==> config.mk <==
export PLATFORM = sky130hd
export DESIGN_NAME = vm_coin_acceptor_flat
export DESIGN_NICKNAME = d
export VERILOG_FILES = /design/src/rtl/vm_coin_acceptor_if.sv /design/src/rtl/vm_coin_acceptor.sv /design/src/flat_wrapper.sv
export SDC_FILE = /design/constraint.sdc
export NUM_CORES = 1
export LEC_CHECK = 0
export ABC_AREA = 1
export CAP_MARGIN = 30
export CORE_ASPECT_RATIO = 1.4
export CORE_MARGIN = 4
export CORE_UTILIZATION = 49
export DETAILED_ROUTE_END_ITERATION = 8
export PLACE_DENSITY = 0.87
export SETUP_SLACK_MARGIN = 0.05
export SYNTH_ARGS = -nofsm -noshare
export SYNTH_HDL_FRONTEND = slang
export SYNTH_SLANG_ARGS = --single-unit
export TNS_END_PERCENT = 10
==> constraint.sdc <==
create_clock -name clk -period 3.12 [get_ports clk]
set_input_delay 0.624 -clock clk [delete_from_list [all_inputs] [get_ports clk]]
set_output_delay 0.624 -clock clk [all_outputs]
set_load 0.05 [all_outputs]
==> src/rtl/vm_coin_acceptor_if.sv <==
// FSM-facing credit bus of the coin acceptor: deduct/clear requests in,
// credit and per-coin event pulses out.
interface vm_coin_acceptor_if #(
  parameter int unsigned CW = 8
);
  logic          credit_sub_en;
  logic [CW-1:0] credit_sub_amt;
  logic          credit_clr;
  logic [CW-1:0] credit;
  logic          coin_valid;
  logic [7:0]    coin_value;
  logic          coin_reject;
  logic          sub_err;

  modport master (
    output credit_sub_en, credit_sub_amt, credit_clr,
    input  credit, coin_valid, coin_value, coin_reject, sub_err
  );

  modport slave (
    input  credit_sub_en, credit_sub_amt, credit_clr,
    output credit, coin_valid, coin_value, coin_reject, sub_err
  );
endinterface

==> src/rtl/vm_coin_acceptor.sv <==
// Coin acceptor: synchronise and debounce three coin sensors, classify rising
// coin events and keep a saturation-checked credit register for the vend FSM.
module vm_coin_acceptor #(
  parameter int unsigned CW         = 8,
  parameter int unsigned MAX_CREDIT = 200,
  parameter int unsigned DEBOUNCE   = 4
) (
  input  logic                 clk,
  input  logic                 rst_n,
  input  logic                 coin_10_in,
  input  logic                 coin_20_in,
  input  logic                 coin_50_in,
  vm_coin_acceptor_if.slave    bus
);

  localparam int unsigned NCH = 3;
  localparam int unsigned DBW = (DEBOUNCE < 2) ? 1 : $clog2(DEBOUNCE + 1);
  localparam logic [CW:0] MAX_C = (CW + 1)'(MAX_CREDIT);

  logic [NCH-1:0] raw;
  logic [NCH-1:0] sync1_q, sync2_q;
  logic [NCH-1:0] deb_q, deb_d, deb_prev_q;
  logic [DBW-1:0] cnt_q [NCH];
  logic [DBW-1:0] cnt_d [NCH];

  logic [NCH-1:0] rise;
  logic           one_coin, multi_coin;
  logic [7:0]     coin_v;
  logic [CW:0]    base, sum;

  logic [CW-1:0]  credit_q, credit_d;
  logic           valid_q, valid_d;
  logic [7:0]     value_q, value_d;
  logic           reject_q, reject_d;
  logic           sub_err_q, sub_err_d;

  assign raw = {coin_50_in, coin_20_in, coin_10_in};

  // Debounce: count consecutive samples that disagree with the held level.
  always_comb begin
    deb_d = deb_q;
    for (int i = 0; i < NCH; i++) begin
      cnt_d[i] = '0;
      if (sync2_q[i] != deb_q[i]) begin
        if (cnt_q[i] == DBW'(DEBOUNCE - 1)) deb_d[i] = sync2_q[i];
        else                                cnt_d[i] = cnt_q[i] + 1'b1;
      end
    end
  end

  assign rise       = deb_q & ~deb_prev_q;
  assign one_coin   = $onehot(rise);
  assign multi_coin = (rise != '0) && !one_coin;

  always_comb begin
    coin_v = 8'd0;
    case (rise)
      3'b001:  coin_v = 8'd10;
      3'b010:  coin_v = 8'd20;
      3'b100:  coin_v = 8'd50;
      default: coin_v = 8'd0;
    endcase
  end

  // Credit step: clear, then deduct, then add; one extra bit so adds never wrap.
  always_comb begin
    credit_d  = credit_q;
    valid_d   = 1'b0;
    value_d   = 8'd0;
    reject_d  = 1'b0;
    sub_err_d = 1'b0;
    base      = bus.credit_clr ? '0 : {1'b0, credit_q};
    if (bus.credit_sub_en && !bus.credit_clr) begin
      if ({1'b0, bus.credit_sub_amt} <= base) base = base - {1'b0, bus.credit_sub_amt};
      else                                    sub_err_d = 1'b1;
    end
    sum = base + (CW + 1)'(coin_v);
    credit_d = base[CW-1:0];
    if (one_coin) begin
      if (sum <= MAX_C) begin
        credit_d = sum[CW-1:0];
        valid_d  = 1'b1;
        value_d  = coin_v;
      end else begin
        reject_d = 1'b1;
      end
    end else if (multi_coin) begin
      reject_d = 1'b1;
    end
  end

  always_ff @(posedge clk or negedge rst_n) begin
    if (!rst_n) begin
      sync1_q    <= '0;
      sync2_q    <= '0;
      deb_q      <= '0;
      deb_prev_q <= '0;
      for (int i = 0; i < NCH; i++) cnt_q[i] <= '0;
      credit_q   <= '0;
      valid_q    <= 1'b0;
      value_q    <= 8'd0;
      reject_q   <= 1'b0;
      sub_err_q  <= 1'b0;
    end else begin
      sync1_q    <= raw;
      sync2_q    <= sync1_q;
      deb_q      <= deb_d;
      deb_prev_q <= deb_q;
      for (int i = 0; i < NCH; i++) cnt_q[i] <= cnt_d[i];
      credit_q   <= credit_d;
      valid_q    <= valid_d;
      value_q    <= value_d;
      reject_q   <= reject_d;
      sub_err_q  <= sub_err_d;
    end
  end

  assign bus.credit      = credit_q;
  assign bus.coin_valid  = valid_q;
  assign bus.coin_value  = value_q;
  assign bus.coin_reject = reject_q;
  assign bus.sub_err     = sub_err_q;

endmodule
==> src/flat_wrapper.sv <==
// flat-port wrapper written by rule: the top's interface ports become plain ports
module vm_coin_acceptor_flat 
#(
  parameter int unsigned CW         = 8,
  parameter int unsigned MAX_CREDIT = 200,
  parameter int unsigned DEBOUNCE   = 4
)
  (clk, rst_n, coin_10_in, coin_20_in, coin_50_in, bus_credit_sub_en, bus_credit_sub_amt, bus_credit_clr, bus_credit, bus_coin_valid, bus_coin_value, bus_coin_reject, bus_sub_err);
  vm_coin_acceptor_if #(.CW(CW)) bus_i ();
  input  logic clk;
  input  logic rst_n;
  input  logic coin_10_in;
  input  logic coin_20_in;
  input  logic coin_50_in;
  input wire logic [$bits(bus_i.credit_sub_en)-1:0] bus_credit_sub_en;
  input wire logic [$bits(bus_i.credit_sub_amt)-1:0] bus_credit_sub_amt;
  input wire logic [$bits(bus_i.credit_clr)-1:0] bus_credit_clr;
  output wire logic [$bits(bus_i.credit)-1:0] bus_credit;
  output wire logic [$bits(bus_i.coin_valid)-1:0] bus_coin_valid;
  output wire logic [$bits(bus_i.coin_value)-1:0] bus_coin_value;
  output wire logic [$bits(bus_i.coin_reject)-1:0] bus_coin_reject;
  output wire logic [$bits(bus_i.sub_err)-1:0] bus_sub_err;
  assign bus_i.credit_sub_en = bus_credit_sub_en;
  assign bus_i.credit_sub_amt = bus_credit_sub_amt;
  assign bus_i.credit_clr = bus_credit_clr;
  assign bus_credit = bus_i.credit;
  assign bus_coin_valid = bus_i.coin_valid;
  assign bus_coin_value = bus_i.coin_value;
  assign bus_coin_reject = bus_i.coin_reject;
  assign bus_sub_err = bus_i.sub_err;
  vm_coin_acceptor #(.CW(CW), .MAX_CREDIT(MAX_CREDIT), .DEBOUNCE(DEBOUNCE)) u_core (.clk(clk), .rst_n(rst_n), .coin_10_in(coin_10_in), .coin_20_in(coin_20_in), .coin_50_in(coin_50_in), .bus(bus_i));
endmodule
* Yosys cells after proc, flatten, opt, wreduce, memory -nomap -nowiden
Cells that the tools add are included.
** Storage, ports and cells
- Word-level logic and storage cells :: 64
- Register bits after elaboration :: 40
- Input port bits :: 15
- Output and inout bits :: 19
** Cells by class
- Bitwise logic cells :: 2
- Mux-type cells :: 21
- Magnitude comparators :: 2
- Equal/unequal tests :: 10
- Add/subtract/negate cells :: 7
- Reductions and logical operators :: 8
** Operator list (count)
- 2-to-1 mux 8 bit :: 4
- 2-to-1 mux 3 bit :: 6
- 2-to-1 mux 9 bit :: 2
- one-hot mux 6 bit (3 select lines) :: 1
- == test 3 x 2 -> 1 bit, second input constant :: 4
- adder 3 x 1 -> 3 bit, second input constant :: 3
- adder 9 x 6 -> 9 bit :: 1
- <= comparator 8 x 9 -> 1 bit :: 1
- <= comparator 9 x 8 -> 1 bit, second input constant :: 1
- subtractor 9 x 8 -> 9 bit :: 1
- 2-to-1 mux 1 bit :: 7
- 2-to-1 mux 6 bit :: 1
- AND reduction 2 bit :: 3
- AND 3 bit :: 1
- == test 3 x 1 -> 1 bit, second input constant :: 1
- == test 3 bit, second input constant :: 1
- inequality test 1 bit :: 3
- inverter 3 bit :: 1
- nonzero test 3 bit :: 1
- adder 1 x 1 -> 2 bit :: 1
- adder 2 x 1 -> 2 bit :: 1
- == test 2 x 1 -> 1 bit, second input constant :: 1
- logical AND 1 bit :: 2
- logical NOT 1 bit :: 2

* Longest topological paths before layout
- Depth after elaboration :: 9
- Mapped depth :: 29
- Depth with buffers taken out :: 27

* Worst setup path before layout
No wires, ideal clock.
- Path type :: input-to-reg
- Start :: input port bus_credit_clr
- End :: register u_core.value_q[1], in the netlist u_core.bus.coin_value[1]
- Stages :: 26
- Path slack :: -0.721 ns
- Buffers on the path :: 3
- Data arrival time :: 3.776 ns
- Data required time :: 3.054 ns
- Setup time :: 0.066 ns
- Cells stage by stage :: clkbuf_1 inv_1 nand2_1 inv_1 ha_1 nand2_1 nor2_2 nand2_1 nand3_2 nand2_2 nand2_4 nand2_4 buf_6 nand2_1 o21ai_0 ha_1 fa_1 xor2_1 nor3b_1 nand3_1 nand2_1 nand2_1 nand3_2 buf_6 nand3_2 nand2_1
** Between the ends
- Cells in the longest elaborated chain, start to end :: 8
- Elaborated cells between the ends (all ways) :: 11
** Ends and longest elaborated chain
- from (decl) :: line flat_wrapper.sv:17 : input wire logic [$bits(bus_i.credit_clr)-1:0] bus_credit_clr;
- 2-to-1 mux 8 bit :: line vm_coin_acceptor.sv:72 : base = bus.credit_clr ? '0 : {1'b0, credit_q};
- subtractor 9 x 8 -> 9 bit / <= comparator 8 x 9 -> 1 bit (equally long branches) :: line vm_coin_acceptor.sv:74 : if ({1'b0, bus.credit_sub_amt} <= base) base = base - {1'b0, bus.credit_sub_amt};
- 2-to-1 mux 9 bit :: line vm_coin_acceptor.sv:74
- 2-to-1 mux 9 bit * :: line vm_coin_acceptor.sv:73 : if (bus.credit_sub_en && !bus.credit_clr) begin
- adder 9 x 6 -> 9 bit * :: line vm_coin_acceptor.sv:77 : sum = base + (CW + 1)'(coin_v);
- <= comparator 9 x 8 -> 1 bit * :: line vm_coin_acceptor.sv:80 : if (sum <= MAX_C) begin
- 2-to-1 mux 6 bit * :: line vm_coin_acceptor.sv:80
- 2-to-1 mux 8 bit * :: line vm_coin_acceptor.sv:79 : if (one_coin) begin
- net u_core.value_d[1] :: line vm_coin_acceptor.sv:33 : logic [7:0] value_q, value_d;
- to (signal assigned) :: line vm_coin_acceptor.sv:112 : value_q <= value_d;
- to (decl) :: line vm_coin_acceptor.sv:33
The timed path passes the listed nets; every way through them passes the cells marked *.
A chain may end at the register's enable or synchronous reset.

* Final worst setup path
- Start :: input port bus_credit_clr
- End :: register u_core.credit_q[4], in the netlist u_core.bus.credit[4]
** Between the ends
- Cells in the longest elaborated chain, start to end :: 8
- Elaborated cells between the ends (all ways) :: 11
** Ends and longest elaborated chain
- 2-to-1 mux 8 bit :: line vm_coin_acceptor.sv:72
- subtractor 9 x 8 -> 9 bit / <= comparator 8 x 9 -> 1 bit (equally long branches) :: line vm_coin_acceptor.sv:74
- 2-to-1 mux 9 bit :: line vm_coin_acceptor.sv:74
- 2-to-1 mux 9 bit * :: line vm_coin_acceptor.sv:73
- adder 9 x 6 -> 9 bit :: line vm_coin_acceptor.sv:77
- <= comparator 9 x 8 -> 1 bit :: line vm_coin_acceptor.sv:80
- 2-to-1 mux 8 bit :: line vm_coin_acceptor.sv:80
- 2-to-1 mux 8 bit * :: line vm_coin_acceptor.sv:79
- net u_core.credit_d[4] :: line vm_coin_acceptor.sv:31 : logic [CW-1:0] credit_q, credit_d;
- to (signal assigned) :: line vm_coin_acceptor.sv:110 : credit_q <= credit_d;
- to (decl) :: line vm_coin_acceptor.sv:31
Marked as above.

==> results <==
- After synthesis, flip-flops and latches occupy roughly two fifths of the total area.
- The number of storage elements in the synthesis netlist is 37.
- The startpoint identified for the worst register-to-register timing path is u_core.bus.credit[3]$_DFF_PN0_.
- The final-report max-slew violation count was 0.
- In the final timing run, aggregate negative setup slack is -4.80 ns.
- The gate count of the mapped netlist is 300.
- After clock tree synthesis, the flow added hold-fix buffers numbering 0.
- The number of clock buffers added by TritonCTS is 5.
- The maximum resistive drop on vdd is ~610 µV.
- The share of cells above drive strength 1 is 41.3%.
- Clock tree synthesis selected as its root buffer the cell sky130_fd_sc_hd__clkbuf_8.
- Summing the areas of all fa, ha and maj instances in the mapped netlist gives a little over a tenth of the synthesized area.
- The distinct cell type count of the synthesized netlist is 29.
- The first routing iteration left ~150 violations.
- The count of antenna-violating nets left after detailed routing is 0.
- The sequential standard cell area is slightly above 900 µm².
- Across all setup checks in the final design, the least slack found is -0.399 ns.
- The final worst-path cycle share is 113%.
- The synthesized-area fraction occupied by and/or/nand/nor cells is a little under a third.
- The wire-length estimate of the detail-placed layout is 4750 µm.
- At the worst endpoint, the required time is between 3 and 4 ns.
- The number of cells on the worst hold path is 0.
- For the worst-skew pair, the clock arrives at the later sink with an insertion delay of about 0.29 ns.
- The finished layout holds about 470 standard cells, fillers aside.
- The reported max-cap violation count is 0.
- The tree built by TritonCTS fans out to 37 sinks.
- The final layout contains routed wiring with a total length of approximately 7600 µm.
- The critical path capture point type is a flip-flop.
- The post-synthesis instance area is 0.00241 mm².
- The slack of the worst reg-to-reg path is -0.30 ns.
- The die covers between 0.006 and 0.007 mm².
- The flow ran to the end, but the final reports show violations.
- After synthesis, the largest family of logic cells by area is simple AND/OR/NAND/NOR gates.
- The multi-input combinational cell area is around 0.0015 mm².
- The summed area of non-filler cells in the final layout is ~0.0038 mm².
- Summed over all layers, the global routing overflow is 0.
- The startpoint identified for the worst hold timing path is u_core.sync1_q[1]$_DFF_PN0_.
- In this run the critical register-to-register path is captured at u_core.bus.credit[4]$_DFF_PN0_.
- The filler cells instantiated in the layout total roughly 290.
- The placed cell count is between 400 and 500.
- The vias after detailed routing is ~2500.
- The TritonCTS clock tree is built.
- The clock tree skew after final layout is ~0.012 ns.
- The mux cell area share after synthesis is 0%.
- The leakage component of the power is roughly 1.9 nW.
- The post-placement worst setup slack is -1.08 ns.
- Entering global routing, the biggest net connects 38 pins.
- After synthesis, the largest area contributor takes up between 30% and 40% of total cell area.
- The highest net fanout along the worst path is 8.
- The core footprint is just under 0.005 mm².
- The type of origin of the critical path is an input port.
- The path type of the worst min-delay path is reg -> reg.
- In this run the cell area measured after placement is between 0.003 and 0.004 mm².
- The achievable frequency is 284 MHz.
- The initial cell density of the core is roughly half.
- The Yosys warning count is 0.
- The final weighted congestion in routability-driven placement is between 0.9 and 1.
- For this design the ratio of total power to cell area is between 700 and 800 mW/mm².
- By area the synthesized netlist is led by sky130_fd_sc_hd__dfrtp_1 38%, sky130_fd_sc_hd__nand2_1 11%, sky130_fd_sc_hd__inv_1 8.7%, sky130_fd_sc_hd__ha_1 8.3%, sky130_fd_sc_hd__nand3_2 3.7%.
- The transition at the pin with the smallest max-transition slack is 0.878 ns.
- Setup repair after global routing could not meet its margin everywhere.
- The number of cell instances on the worst register-to-register path is 23.
- The wire length per cell after detailed routing is roughly 16 µm.
- The floorplan step set the die height to between 90 and 100 µm.
- The kind of critical path is in -> reg.
- The cell taking the most area after synthesis is sky130_fd_sc_hd__dfrtp_1.
- The compound-cell area share of the yosys netlist is under 10%.
- The area added between synthesis and finish is 55.7%.
- The endpoint arrival time on the critical path is 3.70 ns.
- The number of antenna violations at the first check in global routing is 0.
- The via count of the first global-routing pass is 2590.
- The die is between 60 and 70 µm wide.
- The fraction of the core area covered by cells at the end of the flow is about four fifths.
- The headroom to the max-slew limit is approximately two fifths.
- The clock transition time at the flip-flop clock pins of the worst setup and hold paths is around 0.07 ns.
- The clock period minus final worst setup slack is approximately 3.5 ns.
- The net count of the finished layout is 440.
- The count of TritonRoute iterations in the first routing pass is 6.
- The count of endpoints failing hold in the final timing report is 0.
- The count of port buffers added during placement is 30.
- In the routed design, unresolved DRC markers number 0.
- The checks that failed: setup timing.
- For this design the top-level I/O count stands at 34.
- Setup violations remaining at the end of the flow were counted as 14.
- The number of standard-cell rows in the floorplan is 30.
- The longest clock path from root to sink contains 2 buffers.
- Averaged over all synthesized cells, the footprint is slightly above 8 µm².
- The path with the worst hold slack has its endpoint at u_core.sync2_q[1]$_DFF_PN0_.
- Global routing consumed, over all layers together, 23.8% of the routing resources.
- The number of antenna diodes in the final layout is 0.
- The number of H-tree levels is 2.
- The synthesized netlist devotes 3.63% of its cell area to XOR and XNOR gates.
- The average via count per standard cell is approximately 5.2.
- The wire length of the first global-routing pass is ~11000 µm.
[placed cells by master (no fill, tap or decap), types with 2 or more instances in the layout]
cell,synthesis,layout
sky130_fd_sc_hd__a21oi_1,9,8
sky130_fd_sc_hd__buf_4,3,70
sky130_fd_sc_hd__buf_6,4,2
sky130_fd_sc_hd__buf_8,0,2
sky130_fd_sc_hd__clkbuf_1,1,3
sky130_fd_sc_hd__clkbuf_8,0,5
sky130_fd_sc_hd__clkdlybuf4s50_1,0,20
sky130_fd_sc_hd__conb_1,1,3
sky130_fd_sc_hd__dfrtp_1,37,36
sky130_fd_sc_hd__dlygate4sd2_1,0,8
sky130_fd_sc_hd__fa_2,0,2
sky130_fd_sc_hd__ha_1,16,5
sky130_fd_sc_hd__ha_4,0,11
sky130_fd_sc_hd__inv_1,56,43
sky130_fd_sc_hd__inv_2,3,14
sky130_fd_sc_hd__nand2_1,68,57
sky130_fd_sc_hd__nand2_2,8,15
sky130_fd_sc_hd__nand2_4,4,7
sky130_fd_sc_hd__nand3_1,17,14
sky130_fd_sc_hd__nand3_2,9,9
sky130_fd_sc_hd__nand3_4,1,4
sky130_fd_sc_hd__nand4_1,4,4
sky130_fd_sc_hd__nor2_1,22,14
sky130_fd_sc_hd__nor2_2,3,5
sky130_fd_sc_hd__nor2_4,1,7
sky130_fd_sc_hd__nor3_1,7,6
sky130_fd_sc_hd__nor3b_1,4,3
sky130_fd_sc_hd__o21ai_0,5,3
sky130_fd_sc_hd__xnor2_1,6,6
sky130_fd_sc_hd__xor2_1,4,2
sky130_fd_sc_hd__xor2_2,0,2
[routing by layer]
layer  track usage (%)  routed length (µm)  vias up
li1                  -                   -     1133
met1              22.3                2480     1179
met2              43.7                4250       94
met3              4.33                 292       55
met4              16.8                 566        0
met5                 0                   0        -
[what timing repair did]
item	CTS	global route
pin swaps	26	20
gates resized for setup	56	17
buffers inserted	8	5
setup endpoints to repair	14	14
gates cloned	1	0
[cells in the mapped netlist]
master / instances
sky130_fd_sc_hd__clkbuf_1: 1
sky130_fd_sc_hd__xnor2_1: 6
sky130_fd_sc_hd__nor2_1: 22
sky130_fd_sc_hd__nand2_2: 8
sky130_fd_sc_hd__nand2_4: 4
sky130_fd_sc_hd__conb_1: 1
sky130_fd_sc_hd__dfrtp_1: 37
sky130_fd_sc_hd__o211ai_1: 1
sky130_fd_sc_hd__nor2_4: 1
sky130_fd_sc_hd__xor2_1: 4
sky130_fd_sc_hd__nand3_2: 9
sky130_fd_sc_hd__buf_6: 4
sky130_fd_sc_hd__nor2_2: 3
sky130_fd_sc_hd__inv_2: 3
sky130_fd_sc_hd__buf_4: 3
sky130_fd_sc_hd__a31o_2: 1
sky130_fd_sc_hd__fa_1: 3
sky130_fd_sc_hd__nand3_1: 17
sky130_fd_sc_hd__nand4_1: 4
sky130_fd_sc_hd__inv_1: 56
sky130_fd_sc_hd__clkinv_1: 1
sky130_fd_sc_hd__o21ai_0: 5
sky130_fd_sc_hd__nor3b_1: 4
sky130_fd_sc_hd__nand2_1: 68
sky130_fd_sc_hd__a21oi_1: 9
sky130_fd_sc_hd__ha_1: 16
sky130_fd_sc_hd__a21o_1: 1
sky130_fd_sc_hd__nor3_1: 7
sky130_fd_sc_hd__nand3_4: 1
[state kept, by name, summed over array words and instances, names as in the netlist]
name,count
u_core.deb_prev_q,3
u_core.bus.coin_reject,1
u_core.bus.sub_err,1
u_core.sync2_q,3
u_core.cnt_q,9
u_core.bus.credit,8
u_core.deb_q,3
u_core.sync1_q,3
u_core.bus.coin_valid,1
u_core.bus.coin_value,5
[kinds of logic after synthesis]
group / count (synthesis)
adder cells (fa/ha/maj): 19
buffers and inverters: 68
flip-flops: 37
other: 1
AO/OA/AOI/OAI: 17
AND/OR/NAND/NOR: 148
XOR/XNOR: 10
[final cells by class]
cell class	count	share of cell area [%]
clock buffers	8	2.13
repair buffers	105	24.0
inverters	60	6.26
flip-flops and latches	37	24.7
multi-input cells	197	40.8
well taps	64	2.13
[power by group]
group          total [mW]  internal [mW]  switching, mW
clock network       0.314          0.158          0.155
logic                1.90          0.786           1.11
registers           0.678          0.614         0.0639
total                2.89           1.56           1.33
[worst max-delay path, stage by stage]
cell                      delay, ns
sky130_fd_sc_hd__buf_8         0.09
sky130_fd_sc_hd__buf_12        0.14
sky130_fd_sc_hd__inv_8         0.04
sky130_fd_sc_hd__nand2_4       0.06
sky130_fd_sc_hd__inv_4         0.04
sky130_fd_sc_hd__ha_4          0.28
sky130_fd_sc_hd__nand2_4       0.05
sky130_fd_sc_hd__nor2_2        0.08
sky130_fd_sc_hd__nand2_1       0.07
sky130_fd_sc_hd__nand3_2       0.07
sky130_fd_sc_hd__nand2_2       0.07
sky130_fd_sc_hd__nand2_4       0.12
sky130_fd_sc_hd__nand2_8       0.09
sky130_fd_sc_hd__o21ai_2       0.23
sky130_fd_sc_hd__ha_4          0.25
sky130_fd_sc_hd__buf_4         0.13
sky130_fd_sc_hd__buf_4         0.14
sky130_fd_sc_hd__xor2_2        0.17
sky130_fd_sc_hd__nor3b_2       0.21
sky130_fd_sc_hd__nand3_1       0.10
sky130_fd_sc_hd__nand2_1       0.10
sky130_fd_sc_hd__nand2_2       0.08
sky130_fd_sc_hd__nand3_4       0.13
sky130_fd_sc_hd__nand2_4       0.11
sky130_fd_sc_hd__nand2_1       0.12
sky130_fd_sc_hd__nand2_1       0.07
[metrics by stage]
stage / hold slack [ns] / power, mW
6_report: 0.355 / 2.89
5_1_grt: 0.366 / 3.06
3_5_place_dp: 0.347 / 2.27
3_3_place_gp: 0.333 / 2.19
4_1_cts: 0.360 / 2.70
2_1_floorplan: 0.328 / 1.71
[worst max-delay path by stage]
stage / from / end / slack [ns] / cells past startpoint
floorplan: bus_credit_clr / u_core.bus.coin_value[4]$_DFF_PN0_ / -0.31 / 26
global placement: bus_credit_clr / u_core.bus.credit[6]$_DFF_PN0_ / -0.95 / 23
detailed placement: bus_credit_clr / u_core.bus.coin_value[1]$_DFF_PN0_ / -1.08 / 24
CTS: bus_credit_clr / u_core.bus.coin_value[4]$_DFF_PN0_ / -0.24 / 24
global route: bus_credit_clr / u_core.bus.credit[7]$_DFF_PN0_ / -0.51 / 25
finish: bus_credit_clr / u_core.bus.credit[4]$_DFF_PN0_ / -0.40 / 26
(Power assumes the default switching activity.)
